## config.mk

```make
export PLATFORM = sky130hd
export DESIGN_NAME = mem_ctrl_flat
export DESIGN_NICKNAME = d
export VERILOG_FILES = /design/src/rtl/mem_ctrl_pkg.sv /design/src/rtl/mem_ctrl_if.sv /design/src/rtl/mem_ctrl.sv /design/src/flat_wrapper.sv
export SDC_FILE = /design/constraint.sdc
export NUM_CORES = 1
export LEC_CHECK = 0
export BUFFER_PORTS_ARGS = -buffer_cell sky130_fd_sc_hd__buf_2
export CAP_MARGIN = 20
export CORE_MARGIN = 2
export CORE_UTILIZATION = 45
export DETAILED_ROUTE_END_ITERATION = 8
export HOLD_SLACK_MARGIN = 0.1
export PLACE_DENSITY = 0.74
export SYNTH_ARGS = -nofsm -noshare
export SYNTH_HDL_FRONTEND = slang
export SYNTH_SLANG_ARGS = --single-unit
```

## constraint.sdc

```tcl
create_clock -name clk -period 4.6 [get_ports clk]
set_input_delay 0.23 -clock clk [delete_from_list [all_inputs] [get_ports clk]]
set_output_delay 0.23 -clock clk [all_outputs]
set_load 0.05 [all_outputs]
```

## src/rtl/mem_ctrl_pkg.sv

```systemverilog
// mem_ctrl_pkg
// Shared definitions for the byte-serial memory controller and the load/store
// buffer that feeds it: FSM state encodings, the IO window base, the one-hot
// access length encodings, and a helper that turns a length into a byte count.
package mem_ctrl_pkg;

    // Addresses at or above this value are memory-mapped IO.
    localparam logic [31:0] IO_BASE_DFLT = 32'h0003_0000;

    // One-hot access length, shared with the LS buffer.
    typedef logic [2:0] len_t;
    localparam len_t LEN_B = 3'b001;
    localparam len_t LEN_H = 3'b010;
    localparam len_t LEN_W = 3'b100;

    typedef enum logic [2:0] {
        IDLE  = 3'd0,
        LOAD  = 3'd1,
        STORE = 3'd2,
        FETCH = 3'd3,
        COOL  = 3'd4
    } state_t;

    // Byte count for a one-hot length; anything unexpected is treated as a byte.
    function automatic logic [2:0] len_bytes(input len_t len);
        logic [2:0] n;
        case (len)
            LEN_H:   n = 3'd2;
            LEN_W:   n = 3'd4;
            default: n = 3'd1;
        endcase
        return n;
    endfunction

endpackage

```

## src/rtl/mem_ctrl_if.sv

```systemverilog
// mem_ctrl_if
// Bundles the external byte-wide RAM/IO port and the two requester handshakes
// (load/store buffer, instruction fetch) of mem_ctrl.
//   slave  : the controller side (drives mem_a/mem_dout/mem_wr, done pulses, data)
//   master : the environment side (RAM, IO sink and the two requesters)
// Port summary:
//   mem_din/mem_dout/mem_a/mem_wr/io_buffer_full : external RAM/IO port
//   ls_sig/load_or_store/len/ls_addr/store_val    : LS request, held until ls_done
//   ls_done/ls_data                               : LS completion pulse and load data
//   if_sig/if_addr                                : fetch request, held until if_done
//   if_done/if_data                               : fetch completion pulse and word
//   clear                                         : pipeline flush
interface mem_ctrl_if;
    import mem_ctrl_pkg::*;

    logic [7:0]  mem_din;
    logic [7:0]  mem_dout;
    logic [31:0] mem_a;
    logic        mem_wr;
    logic        io_buffer_full;

    logic        ls_sig;
    logic        load_or_store;
    len_t        len;
    logic [31:0] ls_addr;
    logic [31:0] store_val;
    logic        ls_done;
    logic [31:0] ls_data;

    logic        if_sig;
    logic [31:0] if_addr;
    logic        if_done;
    logic [31:0] if_data;

    logic        clear;

    modport slave (
        input  mem_din, io_buffer_full,
        input  ls_sig, load_or_store, len, ls_addr, store_val,
        input  if_sig, if_addr, clear,
        output mem_dout, mem_a, mem_wr,
        output ls_done, ls_data, if_done, if_data
    );

    modport master (
        output mem_din, io_buffer_full,
        output ls_sig, load_or_store, len, ls_addr, store_val,
        output if_sig, if_addr, clear,
        input  mem_dout, mem_a, mem_wr,
        input  ls_done, ls_data, if_done, if_data
    );

endinterface

```

## src/rtl/mem_ctrl.sv

```systemverilog
// mem_ctrl
// Sole owner of the byte-wide external RAM/IO port. Arbitrates between the
// load/store buffer (priority) and instruction fetch, serialises each 1/2/4
// byte access into one byte per cycle, and returns little-endian assembled
// data with a one-cycle done pulse. Speculative loads/fetches abort on clear;
// committed stores always complete.
// Ports:
//   clk  : clock
//   rst  : synchronous active-high reset
//   rdy  : global enable; low freezes every register and suppresses mem_wr
//   bus  : mem_ctrl_if.slave (RAM port plus LS and fetch handshakes)
//
// state | meaning
// ------+------------------------------------------------------------
// IDLE  | waiting; accepts LS (priority) or fetch unless clear is high
// LOAD  | issuing read addresses and capturing bytes into ls_data
// STORE | writing one byte per cycle, stalling on a full IO buffer
// FETCH | as LOAD, always 4 bytes, captured into if_data
// COOL  | one dead cycle after done so the requester can drop its sig
module mem_ctrl
    import mem_ctrl_pkg::*;
#(
    parameter logic [31:0] IO_BASE = IO_BASE_DFLT
) (
    input  logic       clk,
    input  logic       rst,
    input  logic       rdy,
    mem_ctrl_if.slave  bus
);

    state_t      state_q, state_d;
    logic [2:0]  cnt_q, cnt_d;
    logic [2:0]  nbytes_q, nbytes_d;
    logic [31:0] base_q, base_d;
    logic [31:0] wdata_q, wdata_d;
    logic [31:0] mem_a_q, mem_a_d;
    logic [7:0]  mem_dout_q, mem_dout_d;
    logic [31:0] ls_data_q, ls_data_d;
    logic [31:0] if_data_q, if_data_d;

    logic        ls_done_c;
    logic        if_done_c;
    logic        mem_wr_c;

    logic [2:0]  cnt_inc;
    logic [2:0]  cnt_fin;
    logic [1:0]  rd_lane;
    logic [4:0]  rd_bit;
    logic [4:0]  wr_bit;
    logic        io_stall;

    assign cnt_inc = cnt_q + 3'd1;
    // Reads: cnt counts issued addresses; byte n-1 is captured when cnt == n,
    // so the done cycle is cnt == n+1.
    assign cnt_fin = nbytes_q + 3'd1;
    // mem_din always carries the byte addressed one cycle earlier (lane cnt-1).
    assign rd_lane = cnt_q[1:0] - 2'd1;
    assign rd_bit  = {rd_lane, 3'b000};
    // Next store byte goes out together with the next address.
    assign wr_bit  = {cnt_inc[1:0], 3'b000};
    assign io_stall = (mem_a_q >= IO_BASE) && bus.io_buffer_full;

    always_ff @(posedge clk) begin
        if (rst) begin
            state_q <= IDLE;
        end else if (rdy) begin
            state_q <= state_d;
        end
    end

    always_comb begin
        state_d    = state_q;
        cnt_d      = cnt_q;
        nbytes_d   = nbytes_q;
        base_d     = base_q;
        wdata_d    = wdata_q;
        mem_a_d    = mem_a_q;
        mem_dout_d = mem_dout_q;
        ls_data_d  = ls_data_q;
        if_data_d  = if_data_q;
        ls_done_c  = 1'b0;
        if_done_c  = 1'b0;
        mem_wr_c   = 1'b0;

        case (state_q)
            IDLE: begin
                if (!bus.clear && bus.ls_sig) begin
                    base_d   = bus.ls_addr;
                    nbytes_d = len_bytes(bus.len);
                    cnt_d    = 3'd0;
                    mem_a_d  = bus.ls_addr;
                    if (bus.load_or_store) begin
                        wdata_d    = bus.store_val;
                        mem_dout_d = bus.store_val[7:0];
                        state_d    = STORE;
                    end else begin
                        ls_data_d = 32'd0;
                        state_d   = LOAD;
                    end
                end else if (!bus.clear && bus.if_sig) begin
                    base_d    = bus.if_addr;
                    nbytes_d  = len_bytes(LEN_W);
                    cnt_d     = 3'd0;
                    mem_a_d   = bus.if_addr;
                    if_data_d = 32'd0;
                    state_d   = FETCH;
                end
            end

            LOAD, FETCH: begin
                if (bus.clear) begin
                    cnt_d   = 3'd0;
                    state_d = IDLE;
                end else if (cnt_q == cnt_fin) begin
                    ls_done_c = (state_q == LOAD);
                    if_done_c = (state_q == FETCH);
                    cnt_d     = 3'd0;
                    state_d   = COOL;
                end else begin
                    if (cnt_q != 3'd0) begin
                        if (state_q == LOAD) begin
                            ls_data_d[rd_bit +: 8] = bus.mem_din;
                        end else begin
                            if_data_d[rd_bit +: 8] = bus.mem_din;
                        end
                    end
                    // Past the last byte the address simply holds.
                    if (cnt_inc < nbytes_q) begin
                        mem_a_d = base_q + {29'd0, cnt_inc};
                    end
                    cnt_d = cnt_inc;
                end
            end

            STORE: begin
                if (cnt_q == nbytes_q) begin
                    ls_done_c = 1'b1;
                    cnt_d     = 3'd0;
                    state_d   = COOL;
                end else if (!io_stall) begin
                    mem_wr_c = 1'b1;
                    cnt_d    = cnt_inc;
                    if (cnt_inc < nbytes_q) begin
                        mem_a_d    = base_q + {29'd0, cnt_inc};
                        mem_dout_d = wdata_q[wr_bit +: 8];
                    end
                end
            end

            COOL: begin
                state_d = IDLE;
            end

            default: begin
                cnt_d   = 3'd0;
                state_d = IDLE;
            end
        endcase
    end

    always_ff @(posedge clk) begin
        if (rst) begin
            cnt_q      <= 3'd0;
            nbytes_q   <= 3'd0;
            base_q     <= 32'd0;
            wdata_q    <= 32'd0;
            mem_a_q    <= 32'd0;
            mem_dout_q <= 8'd0;
            ls_data_q  <= 32'd0;
            if_data_q  <= 32'd0;
        end else if (rdy) begin
            cnt_q      <= cnt_d;
            nbytes_q   <= nbytes_d;
            base_q     <= base_d;
            wdata_q    <= wdata_d;
            mem_a_q    <= mem_a_d;
            mem_dout_q <= mem_dout_d;
            ls_data_q  <= ls_data_d;
            if_data_q  <= if_data_d;
        end
    end

    // Done pulses and the write strobe are gated by rdy so a frozen cycle
    // neither writes nor completes; the pulse fires once rdy returns.
    assign bus.mem_a    = mem_a_q;
    assign bus.mem_dout = mem_dout_q;
    assign bus.mem_wr   = rdy & mem_wr_c;
    assign bus.ls_done  = rdy & ls_done_c;
    assign bus.if_done  = rdy & if_done_c;
    assign bus.ls_data  = ls_data_q;
    assign bus.if_data  = if_data_q;

endmodule

```

## src/flat_wrapper.sv

```systemverilog
// flat-port wrapper written by rule: the top's interface ports become plain ports
module mem_ctrl_flat import mem_ctrl_pkg::*;
#(
    parameter logic [31:0] IO_BASE = IO_BASE_DFLT
)
  (clk, rst, rdy, bus_mem_din, bus_io_buffer_full, bus_ls_sig, bus_load_or_store, bus_len, bus_ls_addr, bus_store_val, bus_if_sig, bus_if_addr, bus_clear, bus_mem_dout, bus_mem_a, bus_mem_wr, bus_ls_done, bus_ls_data, bus_if_done, bus_if_data);
  mem_ctrl_if bus_i ();
  input  logic clk;
  input  logic rst;
  input  logic rdy;
  input wire logic [$bits(bus_i.mem_din)-1:0] bus_mem_din;
  input wire logic [$bits(bus_i.io_buffer_full)-1:0] bus_io_buffer_full;
  input wire logic [$bits(bus_i.ls_sig)-1:0] bus_ls_sig;
  input wire logic [$bits(bus_i.load_or_store)-1:0] bus_load_or_store;
  input wire logic [$bits(bus_i.len)-1:0] bus_len;
  input wire logic [$bits(bus_i.ls_addr)-1:0] bus_ls_addr;
  input wire logic [$bits(bus_i.store_val)-1:0] bus_store_val;
  input wire logic [$bits(bus_i.if_sig)-1:0] bus_if_sig;
  input wire logic [$bits(bus_i.if_addr)-1:0] bus_if_addr;
  input wire logic [$bits(bus_i.clear)-1:0] bus_clear;
  output wire logic [$bits(bus_i.mem_dout)-1:0] bus_mem_dout;
  output wire logic [$bits(bus_i.mem_a)-1:0] bus_mem_a;
  output wire logic [$bits(bus_i.mem_wr)-1:0] bus_mem_wr;
  output wire logic [$bits(bus_i.ls_done)-1:0] bus_ls_done;
  output wire logic [$bits(bus_i.ls_data)-1:0] bus_ls_data;
  output wire logic [$bits(bus_i.if_done)-1:0] bus_if_done;
  output wire logic [$bits(bus_i.if_data)-1:0] bus_if_data;
  assign bus_i.mem_din = bus_mem_din;
  assign bus_i.io_buffer_full = bus_io_buffer_full;
  assign bus_i.ls_sig = bus_ls_sig;
  assign bus_i.load_or_store = bus_load_or_store;
  assign bus_i.len = bus_len;
  assign bus_i.ls_addr = bus_ls_addr;
  assign bus_i.store_val = bus_store_val;
  assign bus_i.if_sig = bus_if_sig;
  assign bus_i.if_addr = bus_if_addr;
  assign bus_i.clear = bus_clear;
  assign bus_mem_dout = bus_i.mem_dout;
  assign bus_mem_a = bus_i.mem_a;
  assign bus_mem_wr = bus_i.mem_wr;
  assign bus_ls_done = bus_i.ls_done;
  assign bus_ls_data = bus_i.ls_data;
  assign bus_if_done = bus_i.if_done;
  assign bus_if_data = bus_i.if_data;
  mem_ctrl #(.IO_BASE(IO_BASE)) u_core (.clk(clk), .rst(rst), .rdy(rdy), .bus(bus_i));
endmodule
```

==> qor.txt, run 1 <==
antenna violations before repair: 0
CTS Buf Count: 17
share of layout cells above drive strength 1: 0.242
sequential share of the synthesized area: 0.408
core area: 18800 µm²
R2R setup slack: 1.28 ns
# setup viols final: 0
met2 WL: 11.7 mm
Worst Setup Start Kind: register
Synth cell types: 64
I/O pins: 222
Final #Nets: 1343
mapped cell area: 8690 µm²
WL/cell: 16.1 µm
max cap viols: 0
hold path startpoint: bus_len[0]
Synthesis Warnings: 0
crit end category: register
Worst-path clk slew: 0.07 ns
vias in the first global route: 7545
most frequent cells in the layout: buf_2, dfxtp_1, nand2_1
global placement routability congestion: 0.870
Finished Core Util: 0.584
Fmax: 301 MHz
P_leak: 4.51 nW
Pre-antenna DRT Iters: 5
Max Slew Vio Count: 0
CTS max path bufs: 2
final instance area: 11000 µm²
Reg2Reg Depth: 11
DR iter-0 viols: 514
dominant synthesized flop cell: dfxtp_1
CP max FO: 15
final total power: 4.39 mW
sw frac: 0.337
Final ANT Viol Nets: 0
unrepaired setup endpoints after global routing: no
top sig layer: met4
Reg-to-Reg End: u_core.bus.mem_a[26]
Avg Cell Area, Syn: 8.73 µm²
drt total wl: 24.0 mm
num rows: 50
CTS Root Cell: clkbuf_16
Req. time, crit path: 4.90 ns
number of flops mapped to enable cells by yosys: 0
Peak supply drop: 266 µV
Die Wd: 143 µm
critical path launch point: u_core.cnt_q[0]
Cells after Synth: 995
routed wl met3: 1.57 mm
vias per cell: 5.39
GRT Total Usage: 0.232
asr flop ratio synth: 0
critical path arrival: 3.62 ns
synthesized netlist net count: 1123
post-route non-filler standard cell count: 1488
Flop pwr share: 0.394
Critical Path Sink: u_core.bus.mem_a[26]
DP Area: 9920 µm²
clock skew: 0.0154 ns
status: finished, final reports clean
Power Dens Cells: 399 nW/µm²
met1 WL: 10.2 mm
largest net degree at the start of global routing: 104
Worst R2R Start: u_core.cnt_q[0]
die extent in y: 143 µm
n_diodes: 0
# DRC: 0
first-pass GRT wire length: 37.9 mm
Total Die Area: 20400 µm²
critical path class: register to register
Tcrit/Tclk final: 0.721
Tmin final: 3.32 ns
Clock power frac: 0.355
clk_lat worst skew: 0.44 ns
Slew @ Worst Pin: 1.04 ns
Yosys reg bits: 177
post_cts resized: 0
Place WS: 1.32 ns
Layout area overhead: 26.5%
sw power: 1.48 mW
GR Overflow Total: 0
final hold vios: 0
hold crit path type: primary input to register
detailed-placement wirelength estimate: 16.5 mm
H-tree depth: 4
DR vias: 8021
Initial Util: 0.461
setup TNS: 0 ns
cell total after placement: 1418
CTS tree: built
Max-slew headroom: 0.303
combinational share of power: 0.252
final worst-path setup slack: 1.28 ns
most common cell after layout, fill and taps aside: buf_2
clock sinks: 177
Hold WS: 0.124 ns
I/O Buffers: 221
Internal: 2.91 mW
## power by group through the flow
| stage | Sequential (mW) | Combinational (mW) | Clock, mW |
|---|---|---|---|
| finish | 1.73 | 1.10 | 1.56 |
| detailed placement | 1.76 | 1.06 | 0 |
| global route | 1.74 | 1.20 | 1.64 |
| global placement | 1.76 | 1.03 | 0 |
| CTS | 1.73 | 1.09 | 1.58 |
| floorplan | 1.92 | 0.644 | 0 |
## layer usage
layer / track usage / vias up
met3: 0.0500 / 37
met5: 0 / -
met2: 0.384 / 290
met1: 0.299 / 3762
met4: 0.0844 / 0
li1: - / 3932
## how the worst min path moves through the flow
| stage | end | depth (start not counted) | slack (ns) |
|---|---|---|---|
| 4_1_cts | u_core.nbytes_q[2] | 3 | 0.11 |
| 2_1_floorplan | u_core.wdata_q[0] | 2 | 0.37 |
| 3_5_place_dp | u_core.wdata_q[22] | 2 | 0.44 |
| 6_report | u_core.nbytes_q[2] | 3 | 0.12 |
| 5_1_grt | u_core.nbytes_q[2] | 3 | 0.15 |
| 3_3_place_gp | u_core.bus.mem_a[3] | 2 | 0.44 |
## cells in the mapped netlist, types with 8 or more instances
cell | instances | share of area
nand3_1 | 17 | 0.0098
clkbuf_1 | 45 | 0.019
o21ai_0 | 8 | 0.0046
nand2_1 | 144 | 0.062
dfxtp_1 | 177 | 0.41
a21oi_1 | 78 | 0.045
xor2_1 | 10 | 0.010
and2_1 | 34 | 0.024
a211oi_1 | 33 | 0.029
mux2i_1 | 97 | 0.11
nor2_1 | 127 | 0.055
a31oi_1 | 11 | 0.0079
xnor2_1 | 22 | 0.022
nand4_1 | 19 | 0.014
ha_1 | 12 | 0.017
o211ai_1 | 30 | 0.026
mux4_2 | 8 | 0.021
nor2b_1 | 9 | 0.0065
## cell families after synthesis
group	after synthesis	share of synthesized area
AO/OA/AOI/OAI	185	0.137
multiplexers	106	0.134
buffers and inverters	72	0.0367
flip-flops	177	0.408
adder cells (fa/ha/maj)	13	0.0196
XOR/XNOR	33	0.0348
AND/OR/NAND/NOR	409	0.231
## cell type report
cell class / instances / area (µm²)
fill: 1690 / 7840
timing repair buffer: 266 / 1620
clock inverter: 14 / 195
sequential: 177 / 3540
tap: 260 / 325
clock buffer: 18 / 439
multi-input combinational: 746 / 4840
inverter: 7 / 26.3
## worst max-delay path, cell delays in order, from the launching register on
cell	delay, ns
dfxtp_1	0.46
buf_4	0.25
inv_1	0.15
ha_1	0.34
buf_4	0.27
fa_1	0.26
a21oi_1	0.15
nor4_2	0.61
nand4_1	0.29
xnor2_1	0.18
o211ai_1	0.15
a21oi_1	0.08
## flip-flops by register name (all words and copies together), names as in the netlist
signal,count
u_core.bus.mem_dout,8
u_core.state_q,3
u_core.cnt_q,3
u_core.wdata_q,32
u_core.bus.ls_data,32
u_core.nbytes_q,3
u_core.base_q,32
u_core.bus.mem_a,32
u_core.bus.if_data,32
## repair_timing
action,CTS,global route
buffers inserted,0,0
setup endpoints to repair,0,0
hold buffers,33,0
endpoints found under the hold margin,33,0
Power figures use the tool's default switching activity.
==> run 2, diff against run 1 <==
--- a/config.mk
+++ b/config.mk
@@ -11,7 +11,7 @@
 export CORE_UTILIZATION = 45
 export DETAILED_ROUTE_END_ITERATION = 8
 export HOLD_SLACK_MARGIN = 0.1
-export PLACE_DENSITY = 0.74
+export PLACE_DENSITY = 0.77
 export SYNTH_ARGS = -nofsm -noshare
 export SYNTH_HDL_FRONTEND = slang
 export SYNTH_SLANG_ARGS = --single-unit
==> constraint.sdc (replaced) <==
create_clock -name clk -period 2.83 [get_ports clk]
set_input_delay 0.1415 -clock clk [delete_from_list [all_inputs] [get_ports clk]]
set_output_delay 0.1415 -clock clk [all_outputs]
set_load 0.05 [all_outputs]
==> run 2 against run 1 <==
- sequential share of layout area is 0.27 points lower
- sequential cell count unchanged
- worst hold slack got worse by 0.014 ns
- global-route usage is 0.35 points higher
- via count increased by 1.2%
- first-iteration DRC count increased by 3.7%
- critical endpoint is now bus_mem_wr
==> qor.txt, run 2 (synthesis gave the netlist of run 1 again) <==
family with the most delay on the worst path: simple AND/OR/NAND/NOR gates
CTS max path bufs: 2
Tmin final: 2.64 ns
Bufs and invs on worst path: 1
antenna violations before repair: 0
Slew @ Worst Pin: 0.644 ns
CTS Buf Count: 17
hold crit path type: primary input to register
Initial Util: 0.461
most common cell after layout, fill and taps aside: buf_2
drt total wl: 24.1 mm
CTS tree: built
global placement routability congestion: 0.869
Worst R2R Start: u_core.cnt_q[0]
clock sinks: 177
post-route non-filler standard cell count: 1508
clk_lat worst skew: 0.43 ns
unrepaired setup endpoints after global routing: no
DR vias: 8117
CP max FO: 4
slowest cell delay on critical path: 0.61 ns
Levels on crit path: 4
Worst-path clk slew: 0.07 ns
largest net degree at the start of global routing: 65
Reg-to-Reg End: u_core.bus.mem_a[12]
# DRC: 0
Reg2Reg Depth: 10
share of layout cells above drive strength 1: 0.252
status: finished, final reports clean
Max-slew headroom: 0.569
CTS Root Cell: clkbuf_16
sw frac: 0.349
Slowest-stage cell, CP: or4_1
Final ANT Viol Nets: 0
Max Slew Vio Count: 0
setup TNS: 0 ns
critical path class: register to output pin
Power Dens Cells: 630 nW/µm²
critical path launch point: u_core.bus.mem_a[27]
vias per cell: 5.38
I/O pins: 222
Pre-antenna DRT Iters: 5
vias in the first global route: 7883
crit end category: output pin
die extent in y: 143 µm
most frequent cells in the layout: buf_2, dfxtp_1, nand2_1
GR Overflow Total: 0
combinational share of power: 0.258
Flop pwr share: 0.402
Clock power frac: 0.340
detailed-placement wirelength estimate: 16.8 mm
final hold vios: 0
Final #Nets: 1363
H-tree depth: 4
Req. time, crit path: 2.69 ns
critical path arrival: 2.49 ns
Worst Setup Start Kind: register
fill count: 1651
Peak supply drop: 476 µV
Tcrit/Tclk final: 0.931
Internal: 4.55 mW
n_diodes: 0
WL/cell: 16.0 µm
P_leak: 4.57 nW
num rows: 50
crit-path cells: or4_1, o41ai_4, and4_1, buf_2
Critical Path Sink: bus_mem_wr
DR iter-0 viols: 533
Layout area overhead: 27.6%
Fmax: 379 MHz
sw power: 2.43 mW
cell total after placement: 1437
clock skew: 0.0147 ns
Die Wd: 143 µm
I/O Buffers: 221
GRT Total Usage: 0.236
core area: 18800 µm²
# setup viols final: 0
max cap viols: 0
Total Die Area: 20400 µm²
first-pass GRT wire length: 38.7 mm
R2R setup slack: 0.23 ns
==> run 2: changes by cell type in the layout (fill, tap and decap cells not counted), moves of 2 or more <==
cell / previous run / this run
dlygate4sd3_1: 33 / 39
buf_16: 3 / 0
inv_6: 2 / 4
buf_4: 6 / 23
bufinv_16: 3 / 1
==> run 2: worst min path at each step <==
stage | depth (start not counted) | end | start | slack [ns]
finish | 3 | u_core.base_q[9] | bus_if_addr[9] | 0.11
global route | 3 | u_core.base_q[23] | bus_if_addr[23] | 0.10
CTS | 3 | u_core.base_q[13] | bus_if_addr[13] | 0.10
detailed placement | 3 | u_core.wdata_q[21] | bus_store_val[21] | 0.39
global placement | 3 | u_core.wdata_q[21] | bus_store_val[21] | 0.38
floorplan | 2 | u_core.wdata_q[0] | bus_store_val[0] | 0.28
==> run 2: final cells by class <==
cell class	count	area (µm²)	area share
clock buffers	17	425	0.0384
clock inverters	15	166	0.0150
inverters	7	26.3	0.00237
multi-input cells	746	4850	0.438
flip-flops and latches	177	3540	0.320
well taps	260	325	0.0293
repair buffers	286	1740	0.157
==> run 2: through the flow <==
step	utilization	power (mW)	hold slack [ns]	cell area [µm²]	setup slack, ns
final	0.589	6.98	0.111	11100	0.195
after CTS	0.588	7.02	0.100	11100	0.0756
after detailed placement	0.536	4.62	0.389	10100	0.124
after global placement	0.536	4.59	0.383	10100	0.200
after global routing	0.589	7.32	0.104	11100	0.00216
after floorplan	-	4.17	0.277	8690	0.0221
==> run 2: worst min-delay path, cell delays in order <==
cell	delay [ns]
buf_2	0.07
mux2i_1	0.08
a211oi_1	0.19
==> run 2: routing by layer <==
layer  vias up  wire length [µm]  track usage
met5         -                 0            0
met4         0               400       0.0724
met3        36              1400       0.0473
met2       281             11800        0.397
met1      3816             10500        0.304
li1       3984                 -            -
==> run 2: power by group through the flow <==
| stage | logic, mW | clock network [mW] | registers (mW) |
|---|---|---|---|
| 2_1_floorplan | 1.05 | 0 | 3.12 |
| 5_1_grt | 1.96 | 2.52 | 2.83 |
| 6_report | 1.80 | 2.37 | 2.81 |
| 3_5_place_dp | 1.76 | 0 | 2.86 |
| 3_3_place_gp | 1.74 | 0 | 2.85 |
| 4_1_cts | 1.80 | 2.41 | 2.80 |
==> run 2: what timing repair did <==
action | 4_1_cts | 5_1_grt
resized for setup | 0 | 3
hold buffers | 39 | 0
hold endpoints to repair | 43 | 0
buffers inserted | 0 | 0
setup endpoints to repair | 0 | 31
